## config.mk

```make
export PLATFORM = sky130hd
export DESIGN_NAME = sram_packet_reader_flat
export DESIGN_NICKNAME = d
export VERILOG_FILES = /design/src/rtl/sram_packet_reader_if.sv /design/src/rtl/sram_packet_reader.sv /design/src/flat_wrapper.sv
export SDC_FILE = /design/constraint.sdc
export NUM_CORES = 1
export LEC_CHECK = 0
export ABC_AREA = 1
export CAP_MARGIN = 10
export CORE_UTILIZATION = 52
export CTS_BUF_LIST = sky130_fd_sc_hd__clkbuf_4
export DETAILED_ROUTE_END_ITERATION = 12
export PLACE_DENSITY_LB_ADDON = 0.3
export SYNTH_ARGS = -nofsm -noshare
export SYNTH_HDL_FRONTEND = slang
export SYNTH_SLANG_ARGS = --single-unit
```

## constraint.sdc

```tcl
create_clock -name clk -period 11 [get_ports clk]
set_clock_uncertainty 0.2 [all_clocks]
set_input_delay 3.3 -clock clk [delete_from_list [all_inputs] [get_ports clk]]
set_output_delay 3.3 -clock clk [all_outputs]
set_load 0.005 [all_outputs]
```

## src/rtl/sram_packet_reader_if.sv

```systemverilog
// Signal bundle between sram_packet_reader and its environment: packet request,
// jump-table / ECC-storage / SRAM read ports, output stream, page-free and ECC error.
interface sram_packet_reader_if;
    logic        rd_req;
    logic [10:0] rd_head_addr;
    logic [10:0] rd_tail_addr;
    logic [2:0]  rd_last_batch;
    logic        rd_busy;
    logic [10:0] jt_rd_addr;
    logic [15:0] jt_rd_dout;
    logic [10:0] es_rd_addr;
    logic [7:0]  es_rd_dout;
    logic        sram_rd_en;
    logic [13:0] sram_rd_addr;
    logic [15:0] sram_dout;
    logic        out_data_vld;
    logic [15:0] out_data;
    logic        out_end_of_packet;
    logic        out_ready;
    logic        page_free_vld;
    logic [10:0] page_free_addr;
    logic        ecc_err;

    modport master (
        output rd_req, rd_head_addr, rd_tail_addr, rd_last_batch,
        output jt_rd_dout, es_rd_dout, sram_dout, out_ready,
        input  rd_busy, jt_rd_addr, es_rd_addr, sram_rd_en, sram_rd_addr,
        input  out_data_vld, out_data, out_end_of_packet,
        input  page_free_vld, page_free_addr, ecc_err
    );

    modport slave (
        input  rd_req, rd_head_addr, rd_tail_addr, rd_last_batch,
        input  jt_rd_dout, es_rd_dout, sram_dout, out_ready,
        output rd_busy, jt_rd_addr, es_rd_addr, sram_rd_en, sram_rd_addr,
        output out_data_vld, out_data, out_end_of_packet,
        output page_free_vld, page_free_addr, ecc_err
    );
endinterface

```

## src/rtl/sram_packet_reader.sv

```systemverilog
// Walks a linked list of SRAM pages and streams the packet out through a 2-entry FIFO.
// Optional per-page ECC check is enabled by defining SRAM_READER_ECC_CHECK_EN.
module sram_packet_reader (
    input  logic                 clk,
    input  logic                 rst_n,
    sram_packet_reader_if.slave  bus
);
    typedef enum logic [1:0] {
        IDLE  = 2'd0,
        READ  = 2'd1,
        DRAIN = 2'd2
    } state_t;

    state_t      state_q, state_d;
    logic [10:0] cur_page_q, tail_q, next_page_q, page_free_addr_q;
    logic [2:0]  batch_q, last_batch_q;
    logic        pg_start_q, pg_cap_q;
    logic        rtn_vld_q, rtn_last_q, page_free_vld_q;
    logic [16:0] fifo_q [2];
    logic        wr_ptr_q, rd_ptr_q;
    logic [1:0]  count_q;

    logic        is_tail_s, page_end_s, pop_s, issue_s, start_s;
    logic [2:0]  occ_eff_s;
    logic        ecc_err_s;
    logic [10:0] es_addr_s;
    logic        unused_s;

    // Issue decision: occupancy counts this cycle's pop so a full-rate stream never bubbles.
    always_comb begin
        is_tail_s  = (cur_page_q == tail_q);
        page_end_s = (batch_q == 3'd7) || (is_tail_s && (batch_q == last_batch_q));
        pop_s      = (count_q != 2'd0) && bus.out_ready;
        occ_eff_s  = {1'b0, count_q} - {2'b00, pop_s} + {2'b00, rtn_vld_q};
        start_s    = (state_q == IDLE) && bus.rd_req;
        issue_s    = (state_q == READ) && (occ_eff_s < 3'd2);
    end

    // FSM state register.
    always_ff @(posedge clk or negedge rst_n) begin
        if (!rst_n) begin
            state_q <= IDLE;
        end else begin
            state_q <= state_d;
        end
    end

    // FSM next state; the ECC compare lands on the same edge that clears rtn_vld_q,
    // so an empty pipeline in DRAIN also means the final compare is done.
    always_comb begin
        state_d = state_q;
        case (state_q)
            IDLE: begin
                if (bus.rd_req) state_d = READ;
                else            state_d = IDLE;
            end
            READ: begin
                if (issue_s && page_end_s && is_tail_s) state_d = DRAIN;
                else                                     state_d = READ;
            end
            DRAIN: begin
                if ((count_q == 2'd0) && !rtn_vld_q) state_d = IDLE;
                else                                 state_d = DRAIN;
            end
            default: state_d = IDLE;
        endcase
    end

    // FSM outputs and output-port mapping.
    always_comb begin
        bus.rd_busy           = (state_q != IDLE);
        bus.sram_rd_en        = issue_s;
        bus.sram_rd_addr      = issue_s ? {cur_page_q, batch_q} : 14'd0;
        bus.jt_rd_addr        = cur_page_q;
        bus.es_rd_addr        = es_addr_s;
        bus.out_data_vld      = (count_q != 2'd0);
        bus.out_data          = fifo_q[rd_ptr_q][15:0];
        bus.out_end_of_packet = (count_q != 2'd0) && fifo_q[rd_ptr_q][16];
        bus.page_free_vld     = page_free_vld_q;
        bus.page_free_addr    = page_free_addr_q;
        bus.ecc_err           = ecc_err_s;
    end

    // Page walk: batch counter, next-page pointer capture, page-free pulse, return tagging.
    always_ff @(posedge clk or negedge rst_n) begin
        if (!rst_n) begin
            cur_page_q       <= 11'd0;
            tail_q           <= 11'd0;
            next_page_q      <= 11'd0;
            last_batch_q     <= 3'd0;
            batch_q          <= 3'd0;
            pg_start_q       <= 1'b0;
            pg_cap_q         <= 1'b0;
            rtn_vld_q        <= 1'b0;
            rtn_last_q       <= 1'b0;
            page_free_vld_q  <= 1'b0;
            page_free_addr_q <= 11'd0;
        end else begin
            pg_cap_q        <= pg_start_q;
            pg_start_q      <= 1'b0;
            rtn_vld_q       <= issue_s;
            rtn_last_q      <= issue_s && page_end_s && is_tail_s;
            page_free_vld_q <= issue_s && page_end_s;
            if (issue_s && page_end_s) begin
                page_free_addr_q <= cur_page_q;
            end
            // Jump-table data for the current page is valid one cycle after the address moves.
            if (pg_cap_q) begin
                next_page_q <= bus.jt_rd_dout[10:0];
            end
            if (start_s) begin
                cur_page_q   <= bus.rd_head_addr;
                tail_q       <= bus.rd_tail_addr;
                last_batch_q <= bus.rd_last_batch;
                batch_q      <= 3'd0;
                pg_start_q   <= 1'b1;
            end else if (issue_s) begin
                batch_q <= page_end_s ? 3'd0 : batch_q + 3'd1;
                if (page_end_s && !is_tail_s) begin
                    cur_page_q <= next_page_q;
                    pg_start_q <= 1'b1;
                end
            end
        end
    end

    // Output FIFO: written by each SRAM return, read on vld && ready.
    always_ff @(posedge clk or negedge rst_n) begin
        if (!rst_n) begin
            fifo_q[0] <= 17'd0;
            fifo_q[1] <= 17'd0;
            wr_ptr_q  <= 1'b0;
            rd_ptr_q  <= 1'b0;
            count_q   <= 2'd0;
        end else begin
            if (rtn_vld_q) begin
                fifo_q[wr_ptr_q] <= {rtn_last_q, bus.sram_dout};
                wr_ptr_q         <= ~wr_ptr_q;
            end
            if (pop_s) begin
                rd_ptr_q <= ~rd_ptr_q;
            end
            count_q <= count_q + {1'b0, rtn_vld_q} - {1'b0, pop_s};
        end
    end

`ifdef SRAM_READER_ECC_CHECK_EN
    function automatic logic [7:0] ecc_fold(input logic [15:0] hw);
        return hw[15:8] ^ hw[7:0];
    endfunction

    logic [7:0] ecc_acc_q, es_ref_q;
    logic       ecc_err_q, ecc_pg_end_q;

    // Per-page ECC: fold returning halfwords, compare against stored value on the last one.
    always_ff @(posedge clk or negedge rst_n) begin
        if (!rst_n) begin
            ecc_acc_q    <= 8'd0;
            es_ref_q     <= 8'd0;
            ecc_err_q    <= 1'b0;
            ecc_pg_end_q <= 1'b0;
        end else begin
            ecc_pg_end_q <= issue_s && page_end_s;
            if (pg_cap_q) begin
                es_ref_q <= bus.es_rd_dout;
            end
            if (rtn_vld_q && ecc_pg_end_q) begin
                ecc_acc_q <= 8'd0;
                ecc_err_q <= ((ecc_acc_q ^ ecc_fold(bus.sram_dout)) != es_ref_q);
            end else begin
                if (rtn_vld_q) begin
                    ecc_acc_q <= ecc_acc_q ^ ecc_fold(bus.sram_dout);
                end
                ecc_err_q <= 1'b0;
            end
        end
    end

    assign ecc_err_s = ecc_err_q;
    assign es_addr_s = cur_page_q;
    assign unused_s  = ^bus.jt_rd_dout[15:11];
`else
    assign ecc_err_s = 1'b0;
    assign es_addr_s = 11'd0;
    assign unused_s  = ^{bus.jt_rd_dout[15:11], bus.es_rd_dout};
`endif
endmodule

```

## src/flat_wrapper.sv

```systemverilog
// flat-port wrapper written by rule: the top's interface ports become plain ports
module sram_packet_reader_flat 
  (clk, rst_n, bus_rd_req, bus_rd_head_addr, bus_rd_tail_addr, bus_rd_last_batch, bus_jt_rd_dout, bus_es_rd_dout, bus_sram_dout, bus_out_ready, bus_rd_busy, bus_jt_rd_addr, bus_es_rd_addr, bus_sram_rd_en, bus_sram_rd_addr, bus_out_data_vld, bus_out_data, bus_out_end_of_packet, bus_page_free_vld, bus_page_free_addr, bus_ecc_err);
  sram_packet_reader_if bus_i ();
  input  logic clk;
  input  logic rst_n;
  input wire logic [$bits(bus_i.rd_req)-1:0] bus_rd_req;
  input wire logic [$bits(bus_i.rd_head_addr)-1:0] bus_rd_head_addr;
  input wire logic [$bits(bus_i.rd_tail_addr)-1:0] bus_rd_tail_addr;
  input wire logic [$bits(bus_i.rd_last_batch)-1:0] bus_rd_last_batch;
  input wire logic [$bits(bus_i.jt_rd_dout)-1:0] bus_jt_rd_dout;
  input wire logic [$bits(bus_i.es_rd_dout)-1:0] bus_es_rd_dout;
  input wire logic [$bits(bus_i.sram_dout)-1:0] bus_sram_dout;
  input wire logic [$bits(bus_i.out_ready)-1:0] bus_out_ready;
  output wire logic [$bits(bus_i.rd_busy)-1:0] bus_rd_busy;
  output wire logic [$bits(bus_i.jt_rd_addr)-1:0] bus_jt_rd_addr;
  output wire logic [$bits(bus_i.es_rd_addr)-1:0] bus_es_rd_addr;
  output wire logic [$bits(bus_i.sram_rd_en)-1:0] bus_sram_rd_en;
  output wire logic [$bits(bus_i.sram_rd_addr)-1:0] bus_sram_rd_addr;
  output wire logic [$bits(bus_i.out_data_vld)-1:0] bus_out_data_vld;
  output wire logic [$bits(bus_i.out_data)-1:0] bus_out_data;
  output wire logic [$bits(bus_i.out_end_of_packet)-1:0] bus_out_end_of_packet;
  output wire logic [$bits(bus_i.page_free_vld)-1:0] bus_page_free_vld;
  output wire logic [$bits(bus_i.page_free_addr)-1:0] bus_page_free_addr;
  output wire logic [$bits(bus_i.ecc_err)-1:0] bus_ecc_err;
  assign bus_i.rd_req = bus_rd_req;
  assign bus_i.rd_head_addr = bus_rd_head_addr;
  assign bus_i.rd_tail_addr = bus_rd_tail_addr;
  assign bus_i.rd_last_batch = bus_rd_last_batch;
  assign bus_i.jt_rd_dout = bus_jt_rd_dout;
  assign bus_i.es_rd_dout = bus_es_rd_dout;
  assign bus_i.sram_dout = bus_sram_dout;
  assign bus_i.out_ready = bus_out_ready;
  assign bus_rd_busy = bus_i.rd_busy;
  assign bus_jt_rd_addr = bus_i.jt_rd_addr;
  assign bus_es_rd_addr = bus_i.es_rd_addr;
  assign bus_sram_rd_en = bus_i.sram_rd_en;
  assign bus_sram_rd_addr = bus_i.sram_rd_addr;
  assign bus_out_data_vld = bus_i.out_data_vld;
  assign bus_out_data = bus_i.out_data;
  assign bus_out_end_of_packet = bus_i.out_end_of_packet;
  assign bus_page_free_vld = bus_i.page_free_vld;
  assign bus_page_free_addr = bus_i.page_free_addr;
  assign bus_ecc_err = bus_i.ecc_err;
  sram_packet_reader u_core (.clk(clk), .rst_n(rst_n), .bus(bus_i));
endmodule
```

# [Word level (Yosys, flattened, before mapping)]
# Cells that the tools add are included.
[totals] register_bits=95 wordCells=75 inputBits=69 output_inout_bits=69
[op_classes] muxes=20 n_addsub=5 n_reduce_logical=20 n_eq_ne=5 n_lt_le_gt_ge=4 bitwise=4
[ops] op="$mux W17" count=4
[ops] op="$bwmux W34" count=1
[ops] op="$mux W11" count=3
[ops] op="$demux W17 S1" count=1
[ops] op="$mux W14" count=1
[ops] op="$eq A11 B11 Y1" count=1
[ops] op="$logic_and A1 B1 Y1" count=10
[ops] op="$mux W3" count=3
[ops] op="$reduce_bool A2 Y1" count=4
[ops] op="$pmux W2 S3" count=1
[ops] op="$ge A2 B2 Y1 const B" count=2
[ops] op="$logic_not A2 Y1" count=2
[ops] op="$mux W1" count=4
[ops] op="$mux W2" count=2
[ops] op="$not A1 Y2" count=2
[ops] op="$add A3 B1 Y3" count=1
[ops] op="$add A3 B1 Y3 const B" count=1
[ops] op="$eq A3 B3 Y1" count=1
[ops] op="$eq A3 B3 Y1 const B" count=1
[ops] op="$lt A3 B2 Y1 const B" count=1
[ops] op="$sub A2 B1 Y3" count=1
[ops] op="$add A2 B1 Y2" count=1
[ops] op="$eq A2 B1 Y1 const B" count=1
[ops] op="$eq A2 B2 Y1 const B" count=1
[ops] op="6 further kinds" count=8

# [Depth between registers and ports, before layout]
[depth] word_depth=10 depth_mapped=18 mapped_depth_nobuf=17

# [Worst setup path before layout]
# No wires, ideal clock.
[synth_path] path_type="input to output" startpoint="in bus_out_ready" endpoint="out bus_sram_rd_en" t_required_ns=7.500 slack_ns=2.543 stages=12 n_path_buf=1 arrival_time_ns=4.957 cell_sequence="nand2_1 -> inv_1 -> ha_1 -> inv_1 -> ha_1 -> inv_1 -> fa_1 -> xor2_1 -> nor2_1 -> nand2_2 -> inv_1 -> buf_6"
[synth_between] elab_chain_cells=5
[synth_lines] element="from (decl)" line="flat_wrapper.sv:14" text="input wire logic [$bits(bus_i.out_ready)-1:0] bus_out_ready;"
[synth_lines] element="$logic_and A1 B1 Y1" line="sram_packet_reader.sv:33" text="pop_s = (count_q != 2'd0) && bus.out_ready;"
[synth_lines] element="named net u_core.pop_s" line="sram_packet_reader.sv:23" text="logic is_tail_s, page_end_s, pop_s, issue_s, start_s;"
[synth_lines] element="$sub A2 B1 Y3" line="sram_packet_reader.sv:34" text="occ_eff_s = {1'b0, count_q} - {2'b00, pop_s} + {2'b00, rtn_vld_q};"
[synth_lines] element="$add A3 B1 Y3" line="sram_packet_reader.sv:34"
[synth_lines] element="$lt A3 B2 Y1" line="sram_packet_reader.sv:36" text="issue_s = (state_q == READ) && (occ_eff_s < 3'd2);"
[synth_lines] element="$logic_and A1 B1 Y1" line="sram_packet_reader.sv:36"
[synth_lines] element="to (decl)" line="flat_wrapper.sv:18" text="output wire logic [$bits(bus_i.sram_rd_en)-1:0] bus_sram_rd_en;"
# The timed path passes the listed nets, and every way through them passes these cells.

# [Worst setup path in the final report]
[layout_path] startpoint="in bus_out_ready" endpoint="out bus_sram_rd_addr[1]"
[layout_between] elab_chain_cells=6
[layout_lines] element="$logic_and A1 B1 Y1" line="sram_packet_reader.sv:33"
[layout_lines] element="named net u_core.pop_s" line="sram_packet_reader.sv:23"
[layout_lines] element="$sub A2 B1 Y3" line="sram_packet_reader.sv:34"
[layout_lines] element="$add A3 B1 Y3" line="sram_packet_reader.sv:34"
[layout_lines] element="$lt A3 B2 Y1" line="sram_packet_reader.sv:36"
[layout_lines] element="$logic_and A1 B1 Y1" line="sram_packet_reader.sv:36"
[layout_lines] element="$mux W14" line="sram_packet_reader.sv:73" text="bus.sram_rd_addr = issue_s ? {cur_page_q, batch_q} : 14'd0;"
[layout_lines] element="to (decl)" line="flat_wrapper.sv:19" text="output wire logic [$bits(bus_i.sram_rd_addr)-1:0] bus_sram_rd_addr;"
# The timed path passes the listed nets, and every way through them passes these cells.

==> flow_metrics.tcl <==
set metrics [dict create \
    cts_resized 0 \
    via_count_of_the_first_global_routing_pass 3446 \
    coreArea_um2 8300 \
    p_int_mw 0.965 \
    synth.yosys.seq_area_share_pct 53.0 \
    worst-slew-pin-transition_ns 1.02 \
    timing_max_transition_violations_final 0 \
    r2r_end "u_core.bus.jt_rd_addr[10]" \
    unrepaired_setup_endpoints_after_global_routing "no" \
    setup-tns-final_ns 0 \
    met1Wirelength_um 4210 \
    avgRoutedWirePerCell_um 12.6 \
    leakage_nw 2.91 \
    setup_viol 0 \
    synth_ff_type "sky130_fd_sc_hd__dfrtp_1" \
    drc_errors_left 0 \
    die_y_um 94.9 \
    placed_cell_area_um2 5570 \
    diodes 0 \
    required_ns 7.50 \
    floorplan.die.width_um 94.9 \
    max_cap_viol_count 0 \
    synth_area_per_cell_um2 8.13 \
    postSynthRegisterBits 95 \
    critPathMaxFanout 17 \
    final_net_count 726 \
    drt.antenna.violating_nets 0 \
    row_count 33 \
    report.final.hold_viol_count 0 \
    hold_start "u_core.pg_start_q" \
    min_path_cells 0 \
    slew_headroom_pct 32.0 \
    synth_commonest_cells "sky130_fd_sc_hd__nand2_1, sky130_fd_sc_hd__dfrtp_1, sky130_fd_sc_hd__inv_1" \
    start_kind "input pin" \
    pwr-share-seq_pct 39.7 \
    fp.dieArea_um2 9010 \
    drt-vias-per-instance 4.80 \
    worst_path_arrival_time_ns 5.98 \
    crit_path_max_incr_delay_ns 0.52 \
    worstHoldPathType "reg -> reg" \
    timing.critical_path.to_type "output port" \
    crit_family "buffers and inverters" \
    top_layer "met4" \
    area_delta_synth_final_pct 27.8 \
    whs_endpoint "u_core.pg_cap_q" \
    largest_net_degree_at_the_start_of_global_routing 64 \
    vdd_ir_drop_max_mv 0.120 \
    antenna_found_initial 0 \
    postCtsHoldBufs 0 \
    yosysWarnings 0 \
    worst_setup_hold_path_clk_slew_ns 0.13 \
    cp_common_cell "sky130_fd_sc_hd__inv_1" \
    start_util_pct 54.1 \
    insertion_delay_ns 0.43 \
    place.detailed.hpwl_um 6880 \
    total_switching_power_mw 0.608 \
    post_synth_num_cell_types 27 \
    p_clk_share_pct 13.1 \
    routed-wl-met3_um 577 \
    place.port_buffers 112 \
    synthCells 552 \
    reg2regPathDepth 17 \
    final_period_minus_worst_setup_slack_ns 9.48 \
    drive_above_1_share_pct 5.63 \
    synth_enable_flop_cells 0 \
    worstPathCellList "clkdlybuf4s50_1 -> nand2_1 -> inv_1 -> ha_1 -> inv_1 -> ha_1 -> inv_1 -> fa_1 -> xor2_1 -> nor2_1 -> nand2_2 -> nor2_1 -> clkdlybuf4s50_1" \
    drt_wl_total_um 9630 \
    first_iter_violations 162 \
    final_min_period_over_clock_period_pct 86.2 \
    crit_type "in -> out" \
    clock_tree.htree_level_count 3 \
    yosys.area.top_type "sky130_fd_sc_hd__dfrtp_1" \
    share_comb_of_total_power_pct 47.2 \
    synthArstFlopShare_pct 100 \
    regToRegSetupSlack_ns 7.50 \
    tritoncts "done" \
    ys_top_cells_by_area "sky130_fd_sc_hd__dfrtp_1, sky130_fd_sc_hd__nand2_1, sky130_fd_sc_hd__o21ai_0" \
    power_density_nw_per_um2 274 \
    cts_setup_buffers 0 \
    syn-cell-area_um2 4490 \
    grt_pass1_wl_um 16000 \
    detailedRoute.firstPassIterationCount 5 \
    cp.buffers_inverters 5 \
    globalplace.congestion 0.821 \
    cell_with_the_most_instances_after_synthesis "sky130_fd_sc_hd__nand2_1" \
    clock_path_buffers 2 \
    cpMaxStageDelayCell "sky130_fd_sc_hd__clkdlybuf4s50_1" \
    fmax_ghz 0.105 \
    gr-usage-all-layers_pct 23.1 \
    worstReg2RegStart "u_core.count_q[1]" \
    io_pins 138 \
    run_status "completed" \
    layout.cell_area.non_filler_um2 5740 \
    dr_total_vias 3659 \
    power.share.switching_pct 38.6 \
    met2RoutedLength_um 4710 \
    cts_inserted_buffers 9 \
    clockRootBuffer "sky130_fd_sc_hd__clkbuf_4" \
    number_of_filler_instances_in_the_final_layout 688 \
    clock_sinks 95 \
    synth.top_cell.area_share_pct 53.0 \
    grt_overflow_total 0 \
]
[final cells by class]
type,count,area [um^2],share of cell area (%)
well taps,105,131,2.29
clock buffers,9,67.6,1.18
inverters,65,244,4.25
multi-input cells,367,1690,29.4
flip-flops and latches,95,2380,41.4
repair buffers,114,1130,19.8
clock inverters,7,95.1,1.66
[metal layers]
layer	track usage (%)	vias to the layer above
li1	-	1878
met1	30.1	1667
met2	38.7	104
met3	5.07	10
met4	6.94	0
met5	0	-
[flip-flops by register name (all words and copies together), names as in the netlist]
name and flops:
u_core.state_q 2, u_core.tail_q 11, u_core.next_page_q 11, u_core.pg_start_q 1
u_core.rd_ptr_q 1, u_core.batch_q 3, u_core.rtn_vld_q 1, u_core.bus.jt_rd_addr 11
u_core.fifo_q 34, u_core.bus.page_free_vld 1, u_core.count_q 2, u_core.wr_ptr_q 1
u_core.last_batch_q 3, u_core.pg_cap_q 1, u_core.rtn_last_q 1, u_core.bus.page_free_addr 11
[layout by cell type, fill, tap and decap left out]
master	n
sky130_fd_sc_hd__a21oi_1	20
sky130_fd_sc_hd__buf_4	3
sky130_fd_sc_hd__bufinv_16	2
sky130_fd_sc_hd__clkbuf_4	9
sky130_fd_sc_hd__clkdlybuf4s50_1	111
sky130_fd_sc_hd__clkinv_1	2
sky130_fd_sc_hd__clkinvlp_4	3
sky130_fd_sc_hd__conb_1	12
sky130_fd_sc_hd__dfrtp_1	95
sky130_fd_sc_hd__fa_1	1
sky130_fd_sc_hd__ha_1	4
sky130_fd_sc_hd__inv_1	60
sky130_fd_sc_hd__inv_2	4
sky130_fd_sc_hd__inv_6	1
sky130_fd_sc_hd__mux2_2	8
sky130_fd_sc_hd__nand2_1	188
sky130_fd_sc_hd__nand2_2	4
sky130_fd_sc_hd__nand3_1	24
sky130_fd_sc_hd__nand3_2	1
sky130_fd_sc_hd__nor2_1	42
sky130_fd_sc_hd__nor2_2	1
sky130_fd_sc_hd__o211ai_1	2
sky130_fd_sc_hd__o21ai_0	48
sky130_fd_sc_hd__o21ai_2	1
sky130_fd_sc_hd__or2_1	1
sky130_fd_sc_hd__xnor2_1	7
sky130_fd_sc_hd__xor2_1	3
[per-stage QoR]
step | instances | setup slack (ns) | util [%] | power, mW | hold slack [ns]
6_report | 762 | 1.52 | 69.1 | 1.57 | 0.176
4_1_cts | 762 | 1.50 | 69.1 | 1.59 | 0.186
5_1_grt | 762 | 1.36 | 69.1 | 1.72 | 0.191
3_3_place_gp | 746 | 1.60 | 67.2 | 1.34 | 0.136
2_1_floorplan | 563 | 2.54 | - | 1.03 | 0.131
3_5_place_dp | 746 | 1.50 | 67.2 | 1.38 | 0.146
[logic make-up (layout without fill, tap and decap cells)]
logic type / after synthesis / in the layout / synth area share, %
DFF: 95 / 95 / 53.0
buffers and inverters: 101 / 195 / 10.4
adders and majority gates: 5 / 5 / 1.56
muxes: 8 / 8 / 2.01
and+or+nand+nor: 261 / 261 / 22.9
xor gates and xnor gates: 10 / 10 / 1.95
other: 1 / 12 / 0.0836
AOI/OAI and AO/OA: 71 / 71 / 8.11
[worst max-delay path by stage]
| stage | to | from | slack, ns | cells after the start |
|---|---|---|---|---|
| global placement | bus_sram_rd_addr[7] | bus_out_ready | 1.60 | 13 |
| CTS | bus_sram_rd_addr[12] | bus_out_ready | 1.50 | 13 |
| finish | bus_sram_rd_addr[1] | bus_out_ready | 1.52 | 13 |
| floorplan | bus_sram_rd_en | bus_out_ready | 2.54 | 12 |
| detailed placement | bus_sram_rd_addr[12] | bus_out_ready | 1.50 | 13 |
| global route | bus_sram_rd_addr[3] | bus_out_ready | 1.36 | 13 |
[power by group through the flow]
stage / Combinational [mW] / Clock, mW / Sequential, mW
final: 0.742 / 0.206 / 0.625
after floorplan: 0.444 / 0 / 0.589
after global routing: 0.846 / 0.231 / 0.644
after global placement: 0.723 / 0 / 0.621
after detailed placement: 0.746 / 0 / 0.631
after CTS: 0.751 / 0.213 / 0.624
Note: power is estimated with default switching activity, not from simulation.
